**src/rtl/clk_div_pkg.sv**
```systemverilog
// clk_div_pkg: shared mode type and width helper for the clock divider
package clk_div_pkg;
  typedef enum logic {MODE_TOGGLE = 1'b0, MODE_PULSE = 1'b1} mode_t;
  function automatic int clog2(input int v);
    int r;
    r = 0;
    while ((1 << r) < v) r++;
    return r;
  endfunction
endpackage

```
**src/rtl/clk_div_chan.sv**
```systemverilog
// clk_div_chan: one divider channel with active/shadow config and boundary-only commit
module clk_div_chan
  import clk_div_pkg::*;
#(
  parameter int W           = 19,
  parameter int DEFAULT_DIV = 400000
) (
  input  logic         cin,
  input  logic         rst_n,
  input  logic         en,
  input  logic         sync,
  input  logic         wr,
  input  logic [W-1:0] wdiv,
  input  mode_t        wmode,
  output logic         pend,
  output logic         cout
);
  logic [W-1:0] cnt, div_a, div_s;
  mode_t mode_a, mode_s;
  logic idle, tc, commit;
  assign idle   = !en || div_a == '0;
  assign tc     = !idle && cnt == div_a - W'(1);
  assign commit = pend && (tc || idle || sync);
  // wr only arrives while pend is clear, so it never collides with commit
  always_ff @(posedge cin or negedge rst_n)
    if (!rst_n) begin
      cnt    <= '0;
      cout   <= 1'b0;
      pend   <= 1'b0;
      div_a  <= W'(DEFAULT_DIV);
      div_s  <= W'(DEFAULT_DIV);
      mode_a <= MODE_TOGGLE;
      mode_s <= MODE_TOGGLE;
    end else begin
      if (wr) begin
        div_s  <= wdiv;
        mode_s <= wmode;
      end
      pend <= wr ? 1'b1 : commit ? 1'b0 : pend;
      if (commit) begin
        div_a  <= div_s;
        mode_a <= mode_s;
      end
      cnt  <= (commit || sync || idle || tc) ? '0 : cnt + W'(1);
      cout <= (commit || sync || idle) ? 1'b0 :
              tc ? (mode_a == MODE_PULSE || !cout) : (mode_a == MODE_TOGGLE && cout);
    end
endmodule

```
**src/rtl/clk_div_multi.sv**
```systemverilog
// clk_div_multi: N-channel programmable clock divider with per-channel config handshake
module clk_div_multi
  import clk_div_pkg::*;
#(
  parameter int N           = 4,
  parameter int W           = 19,
  parameter int DEFAULT_DIV = 400000,
  localparam int CW         = clog2(N) > 0 ? clog2(N) : 1
) (
  input  logic          cin,
  input  logic          rst_n,
  input  logic [N-1:0]  en,
  input  logic          sync,
  input  logic          cfg_valid,
  output logic          cfg_ready,
  input  logic [CW-1:0] cfg_ch,
  input  logic [W-1:0]  cfg_div,
  input  logic          cfg_mode,
  output logic [N-1:0]  cout
);
  logic [N-1:0] sel, pend;
  // an out-of-range channel selects nothing, so it reads ready and is dropped
  assign cfg_ready = !(|(sel & pend));
  for (genvar i = 0; i < N; i++) begin : g_ch
    assign sel[i] = cfg_ch == CW'(i);
    clk_div_chan #(.W(W), .DEFAULT_DIV(DEFAULT_DIV)) u_ch (
      .cin   (cin),
      .rst_n (rst_n),
      .en    (en[i]),
      .sync  (sync),
      .wr    (cfg_valid && cfg_ready && sel[i]),
      .wdiv  (cfg_div),
      .wmode (mode_t'(cfg_mode)),
      .pend  (pend[i]),
      .cout  (cout[i])
    );
  end
endmodule

```
**config.mk**
```make
export PLATFORM = sky130hd
export DESIGN_NAME = clk_div_multi
export DESIGN_NICKNAME = d
export VERILOG_FILES = /design/src/rtl/clk_div_pkg.sv /design/src/rtl/clk_div_chan.sv /design/src/rtl/clk_div_multi.sv
export SDC_FILE = /design/constraint.sdc
export NUM_CORES = 1
export LEC_CHECK = 0
export ABC_AREA = 1
export CAP_MARGIN = 30
export CORE_ASPECT_RATIO = 0.6
export CORE_UTILIZATION = 59
export CTS_BUF_LIST = sky130_fd_sc_hd__clkbuf_4 sky130_fd_sc_hd__clkbuf_8
export CTS_CLUSTER_DIAMETER = 60
export CTS_CLUSTER_SIZE = 25
export DETAILED_ROUTE_END_ITERATION = 12
export GPL_TIMING_DRIVEN = 1
export HOLD_SLACK_MARGIN = 0.03
export PLACE_DENSITY = 0.87
export REMOVE_ABC_BUFFERS = 1
export SYNTH_ARGS = -nofsm -noshare
export SYNTH_HDL_FRONTEND = slang
export SYNTH_SLANG_ARGS = --single-unit
```
**constraint.sdc**
```tcl
create_clock -name cin -period 2.1 [get_ports cin]
set_clock_uncertainty 0.05 [all_clocks]
set_input_delay 0.315 -clock cin [delete_from_list [all_inputs] [get_ports cin]]
set_output_delay 0.315 -clock cin [all_outputs]
set_load 0.03 [all_outputs]
```
==> flow_summary_export.csv <==
group,metric,value,unit
critical_path,worstSetupStartpointType,"flip-flop",
finish,fin_area,19290,sq um
routing,via_count,15470,
timing,slew_violations,0,
finish,seqCellArea,6190,sq um
finish,nets,2295,
routing,routed_wl,50650,um
synth,netlist_instances,1949,
finish,final_common_cell,"nand2_1",
finish,antenna-diode-count,0,
grt,grt_pass1_wl,67830,um
synth,seq_area_frac_synth,43.49,%
synth,ys.flop_type,"dfrtp_1",
routing,maxUsedRoutingLayer,"met4",
critical_path,cp_top_family,"simple AND/OR/NAND/NOR gates",
synth,synthArstFlopShare,100.0,%
grt,grt_max_degree,60,
grt,grt_pass1_vias,13500,
finish,multi_input_area,8329,sq um
finish,nFillCells,1302,
routing,antenna_left,0,
synth,yosys.area.top_type,"dfrtp_1",
job,cap_violations,0,
finish,drive_above_1_share,33.26,%
grt,overflow,0,
pwr,power_density,1044,nW/um^2
synth,yosys-top-cells-area,"dfrtp_1 35%, nand2_1 17%, dfstp_2 8.9%",
critical_path,cp_data_arrival_time,3.05,ns
die,start_util,60.72,%
synth,synth_edf_count,0,
placement,hpwl,29180,um
timing,fin_crit,2.602,ns
critical_path,crit_type,"flip-flop to flip-flop",
pwr,leakagePower,9.395,nW
worst_hold_path,hp-class,"input pin to asynchronous set/reset pin",
critical_path,crit_required,2.55,ns
synth,yosys_warnings,0,
synth,syn_area,14180,sq um
placement,gp_congestion,0.9922,
die,rows,43,
die,fp.dieArea,24670,sq um
cts,clock_path_buffers,3,
timing,worst-slew-pin-transition,0.5350,ns
timing,finalHoldViolCount,0,
status,violations,"setup timing",
timing,setup_viol,165,
timing,timing.final.crit_share,123.9,%
synth,syn_avg_cell_area,7.274,sq um
routing,wl_met3,6334,um
routing,wl_met1,18980,um
critical_path,crit_top_cell,"nand2_1",
routing,wl_met2,22850,um
die,die_h,122.1,um
pwr,ir_drop,0.0007954,V
placement,placed_area,16290,sq um
pwr,total_power,20.14,mW
cts,numCtsBuffers,15,
critical_path,rr_worst_depth,16,
timing,slew_headroom,64.33,%
cts,clk_latency,0.56,ns
synth,yosys.area.top_type_share,34.60,%
routing,drc,0,
finish,syn2layout_area_growth,36.05,%
finish,most-common-layout-cells,"525 x nand2_1, 239 x buf_4, 177 x dfrtp_1",
synth,yosysUniqueCellTypes,45,
critical_path,cp_max_fo,6,
critical_path,crit_chain,"inv_2 > ha_4 > nand2_4 > nor2_4 > nand2_2 > nand2_1 > nand2_1 > inv_1 > nand2_1 > nor2_2 > nand2_2 > o21ai_4 > buf_4 > buf_6 > nand3_1 > nand2_1",
timing,fmax,0.3844,GHz
die,io_pins,35,
critical_path,slowest_stage,"dfrtp_1",
routing,drtPass1Iterations,9,
cts,cts_sinks,244,
grt,antenna_found_initial,1,
placement,io_buffers,34,
status,status,"finished, violations left",
critical_path,cp-end-kind,"flip-flop",
critical_path,reg2reg_to,"g_ch[1].u_ch.div_a[12]$_DFFE_PN1P_",
cts,clk_pin_slew,0.16,ns
die,die_w,202.1,um
critical_path,slowest_delay,0.48,ns
cts,cts_max_level,1,
timing,fin_ws,-0.5017,ns
routing,wl_per_cell,19.66,um
critical_path,r2r_start,"g_ch[1].u_ch.div_a[1]$_DFFE_PN0P_",
cts,cts_tree,"done",
die,coreArea,23350,sq um
timing,whs,0.2179,ns
routing,drt_iter0_markers,2064,
routing,vias_per_cell,6.003,
cts,cts_root_buf,"clkbuf_8",
grt,grt_usage,34.78,%
timing,rsz0062_at_grt,"yes",
synth,ys_ff_latch,244,
critical_path,cp_num_buf_inv,4,
critical_path,r2r_setup_slack,-0.50,ns
layout make-up:
cell class,count,share of cell area (%)
inverters,187,3.717
clock inverters,6,0.4606
flip-flops and latches,244,32.09
clock buffers,19,1.226
repair buffers,343,17.28
well taps,315,2.043
multi-input cells,1462,43.18
timing repair:
item                                    in CTS  in global routing
hold endpoints to repair                    81                  0
setup buffers                               53                 35
endpoints found under the setup margin     165                165
gates cloned                                11                 12
gates resized for setup                    204                301
hold buffers                                 1                  0
pin swaps                                   58                 81
cell usage after synthesis, types with 2 or more instances:
master	count
a21oi_1	9
a31oi_1	5
and2_1	5
and3_1	3
buf_2	10
buf_4	16
buf_6	2
clkbuf_1	25
dfrtp_1	196
dfstp_2	48
ha_1	12
inv_1	185
nand2_1	657
nand2_2	9
nand2_4	2
nand3_1	153
nand3_2	11
nand3b_1	23
nand4_1	28
nor2_1	255
nor2_2	10
nor2_4	8
nor3_1	40
nor3b_1	4
nor4_1	4
o21ai_0	106
o21bai_1	3
or2_2	3
xnor2_1	27
xor2_1	75
how the worst max path moves through the flow:
stage                                                 start                                  to  cells past startpoint
after floorplan               g_ch[3].u_ch.pend$_DFFE_PN0P_  g_ch[3].u_ch.div_s[11]$_DFFE_PN1P_                      5
after global placement    g_ch[3].u_ch.div_a[1]$_DFFE_PN0P_   g_ch[3].u_ch.div_a[0]$_DFFE_PN0P_                     16
after detailed placement  g_ch[3].u_ch.div_a[1]$_DFFE_PN0P_   g_ch[3].u_ch.div_a[8]$_DFFE_PN0P_                     18
after CTS                 g_ch[3].u_ch.div_a[0]$_DFFE_PN0P_   g_ch[3].u_ch.div_a[8]$_DFFE_PN0P_                     18
after global routing      g_ch[2].u_ch.div_a[4]$_DFFE_PN0P_   g_ch[2].u_ch.div_a[0]$_DFFE_PN0P_                     16
final                     g_ch[1].u_ch.div_a[1]$_DFFE_PN0P_  g_ch[1].u_ch.div_a[12]$_DFFE_PN1P_                     16
logic make-up after synthesis:
kind of cell | after synthesis | share of synthesized area, %
simple gates | 1220 | 37.16
buf+inv | 243 | 7.254
compound gates | 128 | 4.730
flops | 244 | 43.49
xor+xnor | 102 | 6.301
fa+ha+maj | 12 | 1.059
where the power goes:
part	switching, mW	total (mW)	internal [mW]
Sequential	1.11	6.82	5.70
Combinational	6.14	10.7	4.57
Clock	1.68	2.61	0.935
Total	8.93	20.1	11.2
worst reg2reg max path: stages (launching register included):
cell and delay [ns]:
dfrtp_1 0.48, inv_2 0.11, ha_4 0.17, nand2_4 0.08, nor2_4 0.23, nand2_2 0.12, nand2_1 0.09, nand2_1 0.07
inv_1 0.10, nand2_1 0.07, nor2_2 0.11, nand2_2 0.08, o21ai_4 0.28, buf_4 0.18, buf_6 0.12, nand3_1 0.09
nand2_1 0.10
stage by stage:
stage	utilization, %	instances	setup TNS (ns)	setup WS [ns]
6_report	82.61	2576	-61.31	-0.5017
5_1_grt	82.61	2576	-74.18	-0.5693
4_1_cts	76.83	2538	-16.28	-0.1788
2_1_floorplan	-	1893	-172.39	-1.414
3_3_place_gp	69.77	2449	-20.96	-0.2038
3_5_place_dp	69.77	2449	-41.61	-0.3681
state kept, by name, summed over array words and instances (netlist names):
name,count
g_ch.u_ch.div_a,76
g_ch.u_ch.cnt,76
g_ch.u_ch.mode_a,4
g_ch.u_ch.mode_s,4
g_ch.u_ch.cout,4
g_ch.u_ch.div_s,76
g_ch.u_ch.pend,4
per-layer routing:
layer  vias up  GRT usage (%)
met5         -              0
met4         0          7.660
li1       6736              -
met2      1172          56.04
met3       309          7.999
met1      7248          48.23
Note: power is estimated with default switching activity, not from simulation.
